[config.mk]
export PLATFORM = sky130hd
export DESIGN_NAME = mem_port_responder
export DESIGN_NICKNAME = d
export VERILOG_FILES = /design/src/rtl/mem_port_responder.sv
export SDC_FILE = /design/constraint.sdc
export NUM_CORES = 1
export LEC_CHECK = 0
export CORE_MARGIN = 2
export CORE_UTILIZATION = 43
export CTS_BUF_LIST = sky130_fd_sc_hd__clkbuf_8
export CTS_CLUSTER_DIAMETER = 60
export CTS_CLUSTER_SIZE = 28
export DETAILED_ROUTE_END_ITERATION = 16
export PLACE_DENSITY = 0.76
export SLEW_MARGIN = 0
export SYNTH_ARGS = -nofsm -noshare
export SYNTH_HDL_FRONTEND = slang
export SYNTH_SLANG_ARGS = --single-unit
[constraint.sdc]
create_clock -name clk -period 24.7 [get_ports clk]
set_clock_uncertainty 0.2 [all_clocks]
set_input_delay 7.41 -clock clk [delete_from_list [all_inputs] [get_ports clk]]
set_output_delay 7.41 -clock clk [all_outputs]
set_load 0.02 [all_outputs]
[src/rtl/mem_port_responder.sv]
// Memory-side responder: arbitrates imem fetches and dmem loads/stores onto one 64-bit bmem port.
// Sub-word stores use read-modify-write. Define MEM_RESP_RR_ARB_EN for round-robin arbitration.
module mem_port_responder #(
  parameter int STARVE_LIMIT = 3
) (
  input  logic        clk,
  input  logic        rst,
  input  logic [31:0] imem_addr,
  input  logic [3:0]  imem_rmask,
  output logic [63:0] imem_rdata,
  output logic        imem_resp,
  input  logic [31:0] dmem_addr,
  input  logic [3:0]  dmem_rmask,
  input  logic [3:0]  dmem_wmask,
  input  logic [31:0] dmem_wdata,
  output logic [63:0] dmem_rdata,
  output logic        dmem_resp,
  output logic [31:0] bmem_addr,
  output logic        bmem_read,
  output logic        bmem_write,
  output logic [63:0] bmem_wdata,
  input  logic        bmem_ready,
  input  logic [31:0] bmem_raddr,
  input  logic [63:0] bmem_rdata,
  input  logic        bmem_rvalid
);

  // state   | meaning
  // IDLE    | no transaction in flight; arbitrate between pending slots
  // RD_REQ  | bmem_read held until bmem_ready
  // RD_WAIT | waiting for the rvalid beat tagged with the issued address
  // WR_REQ  | merged store beat held on bmem_write until bmem_ready
  // RESP    | one-cycle resp pulse to the granted port, its slot released
  typedef enum logic [2:0] {
    IDLE    = 3'd0,
    RD_REQ  = 3'd1,
    RD_WAIT = 3'd2,
    WR_REQ  = 3'd3,
    RESP    = 3'd4
  } state_t;

  state_t      state;
  logic        grant_dmem;

  logic        imem_pend;
  logic [31:0] imem_addr_q;
  logic        dmem_pend;
  logic        dmem_store_q;
  logic [31:0] dmem_addr_q;
  logic [3:0]  dmem_wmask_q;
  logic [31:0] dmem_wdata_q;

  logic        imem_req;
  logic        dmem_req;
  logic        imem_clr;
  logic        dmem_clr;
  logic        grant_fire;
  logic        grant_dmem_c;
  logic [31:0] grant_addr;
  logic        beat_hit;
  logic [63:0] merged_beat;

  assign imem_req   = |imem_rmask;
  assign dmem_req   = (|dmem_rmask) || (|dmem_wmask);
  assign imem_clr   = (state == RESP) && !grant_dmem;
  assign dmem_clr   = (state == RESP) && grant_dmem;
  assign grant_fire = (state == IDLE) && (imem_pend || dmem_pend);
  assign grant_addr = grant_dmem_c ? dmem_addr_q : imem_addr_q;
  assign beat_hit   = bmem_rvalid && (bmem_raddr == bmem_addr);

  // A request arriving in the resp cycle replaces the slot being released.
  always_ff @(posedge clk or posedge rst) begin
    if (rst) begin
      imem_pend   <= 1'b0;
      imem_addr_q <= '0;
    end else if (imem_req && (!imem_pend || imem_clr)) begin
      imem_pend   <= 1'b1;
      imem_addr_q <= imem_addr;
    end else if (imem_clr) begin
      imem_pend   <= 1'b0;
    end
  end

  always_ff @(posedge clk or posedge rst) begin
    if (rst) begin
      dmem_pend    <= 1'b0;
      dmem_store_q <= 1'b0;
      dmem_addr_q  <= '0;
      dmem_wmask_q <= '0;
      dmem_wdata_q <= '0;
    end else if (dmem_req && (!dmem_pend || dmem_clr)) begin
      dmem_pend    <= 1'b1;
      dmem_store_q <= |dmem_wmask;
      dmem_addr_q  <= dmem_addr;
      dmem_wmask_q <= dmem_wmask;
      dmem_wdata_q <= dmem_wdata;
    end else if (dmem_clr) begin
      dmem_pend    <= 1'b0;
    end
  end

`ifdef MEM_RESP_RR_ARB_EN
  logic rr_ptr_imem;

  assign grant_dmem_c = dmem_pend && (!imem_pend || !rr_ptr_imem);

  always_ff @(posedge clk or posedge rst) begin
    if (rst) begin
      rr_ptr_imem <= 1'b0;
    end else if (grant_fire) begin
      rr_ptr_imem <= grant_dmem_c;
    end
  end
`else
  localparam int CNT_W = (STARVE_LIMIT < 1) ? 1 : $clog2(STARVE_LIMIT + 1);

  logic [CNT_W-1:0] starve_cnt;

  assign grant_dmem_c = dmem_pend && !(imem_pend && (starve_cnt == CNT_W'(STARVE_LIMIT)));

  always_ff @(posedge clk or posedge rst) begin
    if (rst) begin
      starve_cnt <= '0;
    end else if (grant_fire) begin
      if (!grant_dmem_c) begin
        starve_cnt <= '0;
      end else if (imem_pend) begin
        starve_cnt <= starve_cnt + 1'b1;
      end
    end
  end
`endif

  // Store bytes land in the half of the beat selected by addr[2].
  always_comb begin
    merged_beat = bmem_rdata;
    for (int i = 0; i < 4; i++) begin
      if (dmem_wmask_q[i]) begin
        merged_beat[(int'(dmem_addr_q[2]) * 4 + i) * 8 +: 8] = dmem_wdata_q[i*8 +: 8];
      end
    end
  end

  always_ff @(posedge clk or posedge rst) begin
    if (rst) begin
      state      <= IDLE;
      grant_dmem <= 1'b0;
      bmem_addr  <= '0;
      bmem_read  <= 1'b0;
      bmem_write <= 1'b0;
      bmem_wdata <= '0;
      imem_resp  <= 1'b0;
      imem_rdata <= '0;
      dmem_resp  <= 1'b0;
      dmem_rdata <= '0;
    end else begin
      case (state)
        IDLE: begin
          if (grant_fire) begin
            grant_dmem <= grant_dmem_c;
            bmem_addr  <= grant_addr & ~32'h7;
            bmem_read  <= 1'b1;
            state      <= RD_REQ;
          end
        end
        RD_REQ: begin
          if (bmem_ready) begin
            bmem_read <= 1'b0;
            state     <= RD_WAIT;
          end
        end
        RD_WAIT: begin
          if (beat_hit) begin
            if (grant_dmem && dmem_store_q) begin
              bmem_wdata <= merged_beat;
              bmem_write <= 1'b1;
              state      <= WR_REQ;
            end else if (grant_dmem) begin
              dmem_resp  <= 1'b1;
              dmem_rdata <= bmem_rdata;
              state      <= RESP;
            end else begin
              imem_resp  <= 1'b1;
              imem_rdata <= bmem_rdata;
              state      <= RESP;
            end
          end
        end
        WR_REQ: begin
          if (bmem_ready) begin
            bmem_write <= 1'b0;
            bmem_wdata <= '0;
            dmem_resp  <= 1'b1;
            dmem_rdata <= '0;
            state      <= RESP;
          end
        end
        RESP: begin
          imem_resp  <= 1'b0;
          imem_rdata <= '0;
          dmem_resp  <= 1'b0;
          dmem_rdata <= '0;
          state      <= IDLE;
        end
        default: state <= IDLE;
      endcase
    end
  end

endmodule

==> results of run 1 <==
[report_power, final]
group	switching, mW	total [mW]	internal [mW]	leakage [nW]
sequential	0.156	0.899	0.743	4.22
clock	0.217	0.391	0.174	0.369
combinational	0.578	1.07	0.493	4.51
total	0.951	2.36	1.41	9.10
[layout make-up]
type,count,area [um^2],area share (%)
Antenna cell,2,5.005,0.02414
Timing Repair Buffer,445,4409,21.27
Inverter,131,499.2,2.408
Clock buffer,32,440.4,2.124
Sequential cell,329,8233,39.71
Tap cell,461,576.8,2.782
Clock inverter,24,306.5,1.479
Multi-Input combinational cell,879,6261,30.20
[state kept, by name (all words and copies together) (netlist names), 2 cells and up]
name and flops:
bmem_wdata 64, dmem_rdata 64, imem_rdata 64, dmem_wdata_q 32, dmem_addr_q 30, bmem_addr 29, imem_addr_q 29, dmem_wmask_q 4
state 3, starve_cnt 2
[cells in the mapped netlist, types with 3 or more instances]
library cell and number:
sky130_fd_sc_hd__a21oi_1 33, sky130_fd_sc_hd__a41oi_1 64, sky130_fd_sc_hd__buf_1 5, sky130_fd_sc_hd__buf_2 54, sky130_fd_sc_hd__buf_4 7, sky130_fd_sc_hd__buf_6 5, sky130_fd_sc_hd__clkbuf_1 50, sky130_fd_sc_hd__dfrtp_1 329
sky130_fd_sc_hd__inv_1 131, sky130_fd_sc_hd__mux2_1 9, sky130_fd_sc_hd__mux2_2 150, sky130_fd_sc_hd__mux2i_1 93, sky130_fd_sc_hd__nand2_1 154, sky130_fd_sc_hd__nand2b_1 8, sky130_fd_sc_hd__nand3_1 5, sky130_fd_sc_hd__nand4_1 72
sky130_fd_sc_hd__nor2_1 35, sky130_fd_sc_hd__nor3_1 67, sky130_fd_sc_hd__nor4_1 3, sky130_fd_sc_hd__o21ai_0 133, sky130_fd_sc_hd__xnor2_1 29
[worst max-delay path by stage]
stage | from | to | slack (ns) | cells past startpoint
3_3_place_gp | bmem_raddr[8] | imem_rdata[42] | 13.31 | 8
2_1_floorplan | rst | bmem_addr[10] | 7.98 | 1
5_1_grt | bmem_raddr[1] | imem_rdata[45] | 13.77 | 8
4_1_cts | bmem_raddr[8] | imem_rdata[45] | 13.91 | 8
3_5_place_dp | bmem_raddr[8] | imem_rdata[45] | 13.23 | 8
6_report | bmem_rvalid | imem_rdata[45] | 13.93 | 8
[cells by family after synthesis]
family,count (synthesis),synth area share [%]
AOI/OAI and AO/OA,237,9.367
xor gates and xnor gates,30,1.700
adders and majority gates,1,0.08095
buffers and inverters,252,6.971
DFF,329,53.27
muxes,252,17.61
other,1,0.02426
and+or+nand+nor,356,10.98
[cells in the final DEF, fill, tap and decap left out, types with 64 or more instances in the layout]
cell / count
sky130_fd_sc_hd__nand2_1: 153
sky130_fd_sc_hd__mux2i_1: 93
sky130_fd_sc_hd__a41oi_1: 64
sky130_fd_sc_hd__clkdlybuf4s50_1: 427
sky130_fd_sc_hd__inv_1: 131
sky130_fd_sc_hd__dfrtp_1: 329
sky130_fd_sc_hd__o21ai_0: 133
sky130_fd_sc_hd__nand4_1: 72
sky130_fd_sc_hd__mux2_2: 150
sky130_fd_sc_hd__nor3_1: 66
[worst max-delay path: cells and delay by family]
family | cells | cell delay (ns)
simple gates | 4 | 1.58
mux | 1 | 0.21
buf+inv | 3 | 1.77
[per-layer routing]
layer,vias up,wire length [um]
met4,4,2168
li1,5781,-
met5,-,27
met1,6500,20180
met3,131,4507
met2,709,24430
[through the flow]
| stage | worst slack [ns] | hold slack, ns | instances |
|---|---|---|---|
| final | 13.93 | 0.2932 | 2303 |
| after global routing | 13.77 | 0.3074 | 2303 |
| after CTS | 13.91 | 0.2915 | 2301 |
| after detailed placement | 13.23 | 0.2668 | 2245 |
| after global placement | 13.31 | 0.2616 | 2245 |
| after floorplan | 7.979 | 0.2538 | 1460 |
==> results, run 1 <==
- The tree is rooted in a sky130_fd_sc_hd__clkbuf_8.
- The via count of the first global-routing pass came to 13360.
- Along the worst path, the maximum fanout reaches 65.
- The time the worst path needs with I/O delays and setup is 10.77 ns.
- The CTS tree is yes.
- After technology mapping, the gate count stands at 1458.
- The cell type contributing the most total cell area after synthesis is sky130_fd_sc_hd__dfrtp_1.
- The type of the worst setup path is input pin to flop.
- The slowest stage of the critical path is the sky130_fd_sc_hd__buf_4 cell.
- The terminating pin of the worst hold path is imem_resp.
- The sort of element at the end of the critical path is a flop.
- The worst pin sits at a relative slew slack of 24.25%.
- The share of synthesized area in the top cell type comes to 53.27%.
- The most frequently used flop master after synthesis is sky130_fd_sc_hd__dfrtp_1.
- The chip height is 193.6 um.
- The clock passes through at most 3 buffers.
- The weighted congestion reported at the end of routability-driven placement is 0.8454.
- The total iterations of the first detailed-routing run is 5.
- For this run, design rule violations remaining after detail routing come to 0.
- For this run, global-route usage on met2 was measured as 43.89%.
- The worst reg2reg path startpoint is bmem_addr[8].
- Once detail routing completed, the nets flagged for antenna violations numbered 0.
- The count of routing violations after the opening detailed-route iteration is 806.
- Once detailed placement completed, the half-perimeter wirelength came to 34360 um.
- Max-cap violations in this run came to 0.
- The met3 track demand over resource is 5.387%.
- The first global-routing pass estimated 79490 um of wire.
- Counting flops and latches in the post-synthesis netlist gives 329.
- Counting flops with an async set or reset pin after synthesis yields a share of 100.0%.
- The reg2reg setup slack is 20.71 ns.
- Static timing analysis puts the maximum clock frequency at 92.84 MHz.
- The placed cell area is 0.01998 mm^2.
- The port buffer count is 427.
- The run finished with clean final reports.
- In this design, the critical path's most frequently occurring cell is sky130_fd_sc_hd__buf_4.
- In this run the standard cell core region covers 0.03548 mm^2.
- The overall die area is 0.03747 mm^2.
- The number of buffers created by CTS is 30.
- Data on the critical path is required at its endpoint by 24.98 ns.
- In this run the worst hold path is classified as flop to flop.
- The completed layout was analyzed and its total power is 2.361 mW.
- The floorplan has 69 rows.
- The worst-case vdd ir drop is 76.55 uV.
- The start point of the worst min-delay path is imem_resp.
- The fill cell total of the finished layout is 3032.
- After synthesis, the cell types taking the most area are sky130_fd_sc_hd__dfrtp_1, sky130_fd_sc_hd__mux2_2, sky130_fd_sc_hd__mux2i_1, sky130_fd_sc_hd__o21ai_0, sky130_fd_sc_hd__nand2_1.
- The later pin in the worst-skew pair is clocked with a latency of 0.62 ns.
- The initial antenna violation count came to 4.
- For this block, the via count after detailed routing is 13130.
- The overall die width is 193.6 um.
- In the final layout, the share of cells above drive strength 1 is 13.21%.
- Gates resized during post-CTS repair numbered 0.
- The data arrival time of the worst path is 11.05 ns.
- After detailed routing, the number of vias per cell comes to 5.699.
- The leakage power figure is 9.099 nW.
- In this run the mean area of a mapped cell was 10.60 um^2.
- The mapped cell area is 0.01545 mm^2.
- The number of setup buffers added after CTS is 0.
- For met1 alone, demand over resource in global routing was 35.04%.
- The path depth of the worst reg2reg path is 7.
- The power per cell area is 113.9 mW/mm^2.
- The worst setup path is launched from an input pin.
- The starting density of the core is 43.56%.
- The final hold violation count was 0.
- The total routed wirelength is 51320 um.
- Entering global routing, the biggest net connects 116 pins.
- Along the worst hold path, the cell count comes to 2.
- The overall overflow remaining after global route is 0.
- Yosys mapped a number of flops with a built-in enable equal to 0.
- The average routed wire per standard cell is 22.28 um.
- Setup violations remaining at the end of the flow were counted as 0.
- The post-layout utilization of the core is 58.43%.
- The number of slew-limit violations in the final report is 0.
- The clock drives 329 sinks.
- Counting distinct cell types in the post-synthesis netlist gives 39.
- Setup repair after global routing left no endpoint under its margin.
- The number of buffers added to fix hold violations after cts is 0.
- For this run, the number of Yosys warnings is 0.
- The number of top-level design ports is 436.
- In this run the number of H-tree levels came out at 1.
- The layer flagged by global routing as most heavily used is met2.
- The total global routing track utilization is 26.77%.
- After clock tree synthesis, the clock-pin slew on the worst setup and hold paths is 0.10 ns.
- The net count of the finished layout is 2025.
- The post-layout instance area is 0.02073 mm^2.
- The sequential share of the synthesized area is 53.27%.
- The measured slew at the worst slew-check pin is 1.134 ns.
- For the final routed database, the setup TNS stands at 0 ns.
- The capture instance of the worst register-to-register path is imem_rdata[45].
- The signal on the critical path passes through clkdlybuf4s50_1 > nor4b_2 > nand3_1 > nor4_2 > buf_4 > nand3_4 > buf_4 > mux2i_1.
- The area growth from synthesis to layout is 34.14%.
- In this design, the stage delay of the slowest critical-path cell is 0.72 ns.
- The final critical path takes up 43.61% of the cycle.
(Power assumes the default switching activity.)
==> inputs of run 2 (changes only) <==
==> constraint.sdc (replaced) <==
create_clock -name clk -period 11.1 [get_ports clk]
set_clock_uncertainty 0.2 [all_clocks]
set_input_delay 3.33 -clock clk [delete_from_list [all_inputs] [get_ports clk]]
set_output_delay 3.33 -clock clk [all_outputs]
set_load 0.02 [all_outputs]
==> results, run 2 (same netlist as run 1, synthesis figures left out) <==
- The run finished with clean final reports.
- In this run the tool buffered the top-level ports with 427 buffer cells.
- The library cell used as clock root buffer is sky130_fd_sc_hd__clkbuf_8.
- After layout, the design draws a total of 5.151 mW.
- The remaining antenna violation count is 0.
- The leakage power figure is 9.062 nW.
- The number of gates resized after CTS was 0.
- TritonCTS built the clock tree.
- The time the worst path needs with I/O delays and setup is 7.059 ns.
- The total iterations of the first detailed-routing run is 5.
- The maximum fanout along the worst path is 69.
- The post-layout utilization of the core is 58.18%.
- The routing usage on met2 is 43.78%.
- Relative to the synthesized area, the layout overhead comes to 33.57%.
- The clock latency at the later pin of the worst-skew pair is 0.62 ns.
- The routed layout has 13030 vias.
- The die covers 0.03747 mm^2.
- Based on the critical path, the design can be clocked at up to 141.7 MHz.
- For the pin with the worst max-slew slack, the measured transition is 1.162 ns.
- The number of setup buffers added after CTS is 0.
- The critical path required time is 11.34 ns.
- The net count of the finished layout is 2026.
- The starting density of the core is 43.56%.
- The first global-routing pass estimated 79180 um of wire.
- The worst setup path is captured at a flop.
- In the layout the commonest cells are sky130_fd_sc_hd__clkdlybuf4s50_1, sky130_fd_sc_hd__dfrtp_1, sky130_fd_sc_hd__nand2_1.
- Once placement finished, the instance area stood at 0.01999 mm^2.
- Routability-driven placement finished with a final weighted congestion of 0.8250.
- Leaving out fill and tap cells, the most frequent cell in the layout is sky130_fd_sc_hd__clkdlybuf4s50_1.
- The total number of clock tree sinks is 329.
- The share of the cycle needed by the critical path after routing is 63.59%.
- After legalization and detailed placement, the total HPWL measured 33990 um.
- After the flow finishes, the layout carries non-filler instances totaling 2301.
- Summed over all layers, the global routing overflow is 0.
- The routed design has 51080 um of wire.
- The DRC violation count after routing is 0.
- The post-layout instance area is 0.02064 mm^2.
- The area of the core is 0.03548 mm^2.
- The type of the worst setup path is input pin to flop.
- The power per cell area is 249.5 mW/mm^2.
- The path class of the tightest hold or removal check is flop to flop.
- Dividing the detail-routed wire length by the instance count gives 22.20 um.
- The number of buffers created by CTS is 29.
- Summed over all failing endpoints, the final setup total negative slack is 0 ns.
- The final hold violation count was 0.
- The max-capacitance violation count is 0.
- For this run, global-route usage on met1 was measured as 34.07%.
- The clock network accounts for 15.3% of the total power.
- The number of slew-limit violations in the final report is 0.
- Setup violations remaining at the end of the flow were counted as 0.
- For this run, the total global-route usage over all layers was measured as 26.69%.
- The maximum clock path buffer count is 3.
- The largest registers in the layout are bmem_wdata (64), dmem_rdata (64), imem_rdata (64).
- The worst-case vdd ir drop is 155.1 uV.
- The internal power contribution is 3.060 mW.
- Setup repair after global routing left no endpoint under its margin.
- Of the total power, the share spent switching nets is 40.60%.
- Counting the fill cells in the layout gives 2961.
- Combinational cells account for 45.9% of the total power.
- The floorplan step set the die height to 193.6 um.
- The data arrival time of the worst path is 7.30 ns.
- The count of routing violations after the opening detailed-route iteration is 929.
- The remaining max-slew budget at the tightest pin is 22.34%.
- In this run the core area contains 69 standard-cell rows.
- The largest net degree at the start of global routing is 77.
- The net load switching power is 2.091 mW.
- The number of top-level design ports is 436.
- After clock tree synthesis, the clock-pin slew on the worst setup and hold paths is 0.10 ns.
- After detailed routing, the number of vias per cell comes to 5.661.
- The overall die width is 193.6 um.
- The CTS H-tree depth is 1.
- The category of the worst setup path launch point is an input pin.
- The via count of the first global-routing pass is 13100.
- The post-route netlist has 13.11% of its cells at a drive strength greater than 1.
- The number of buffers added to fix hold violations after cts is 0.
- The number of placed instances, taps included, is 2247.
- Global routing consumed, on the met3 layer, 6.416% of the routing resources.
- The part of the total power dissipated in sequential elements is 38.8%.
- In this run the most used layer during global routing was met2.
- The initial antenna violation count was 3.
[run 2: cell types whose count changed in the layout (fill, tap and decap cells not counted)]
cell	previous run	this run
sky130_fd_sc_hd__buf_4	18	20
sky130_fd_sc_hd__bufinv_16	4	1
sky130_fd_sc_hd__clkbuf_8	32	31
sky130_fd_sc_hd__clkinv_2	1	2
sky130_fd_sc_hd__clkinv_4	5	4
sky130_fd_sc_hd__clkinv_8	1	2
sky130_fd_sc_hd__clkinvlp_4	4	3
sky130_fd_sc_hd__inv_6	3	5
sky130_fd_sc_hd__inv_8	5	3
[run 2: through the flow]
stage	setup WS (ns)	hold WS, ns
floorplan	3.177	0.2538
global placement	3.469	0.2613
detailed placement	3.447	0.2777
CTS	4.099	0.3022
global route	3.915	0.3356
finish	4.041	0.3000
[run 2: power by group through the flow]
stage                     clock, mW  combinational [mW]  sequential [mW]
final                         0.789                2.36             2.00
after CTS                     0.807                2.38             2.00
after global placement            0                2.30             1.99
after detailed placement          0                2.36             2.02
after global routing          0.856                2.54             2.05
after floorplan                   0                1.13             2.23
[run 2: layout make-up]
class                           count  area (um^2)  area share (%)
Sequential cell                   329         8233           39.88
Multi-Input combinational cell    879         6261           30.33
Timing Repair Buffer              447         4424           21.43
Tap cell                          461        576.8           2.794
Inverter                          131        495.5           2.400
Clock buffer                       31        426.7           2.067
Clock inverter                     21        220.2           1.067
Antenna cell                        2        5.005         0.02425
[run 2: final timing paths]
| kind | start | endpoint | slack, ns | cells past startpoint |
|---|---|---|---|---|
| worst max register to register | bmem_addr[4] | imem_rdata[14] | 6.76 | 8 |
| worst min register to register | bmem_write | bmem_write | 0.30 | 2 |
| min in group asynchronous | rst | dmem_addr_q[19] | 3.13 | 3 |
| worst min-delay path | bmem_write | bmem_write | 0.30 | 2 |
| max in group asynchronous | rst | dmem_wdata_q[29] | 5.94 | 4 |
| worst max-delay path | bmem_raddr[18] | imem_rdata[14] | 4.04 | 9 |
[run 2: metal layers]
layer  vias up  share of wire, %
li1       5795                 -
met1      6446                39
met2       659                48
met3       123               8.5
met4         2               4.3
met5         -             0.025
[run 2: critical path: stages]
cell	delay [ns]
sky130_fd_sc_hd__clkdlybuf4s50_1	0.48
sky130_fd_sc_hd__xnor2_1	0.14
sky130_fd_sc_hd__nand4_1	0.20
sky130_fd_sc_hd__nor4_4	0.31
sky130_fd_sc_hd__buf_4	0.62
sky130_fd_sc_hd__buf_4	0.72
sky130_fd_sc_hd__nand3_4	0.52
sky130_fd_sc_hd__buf_4	0.52
sky130_fd_sc_hd__mux2i_1	0.22
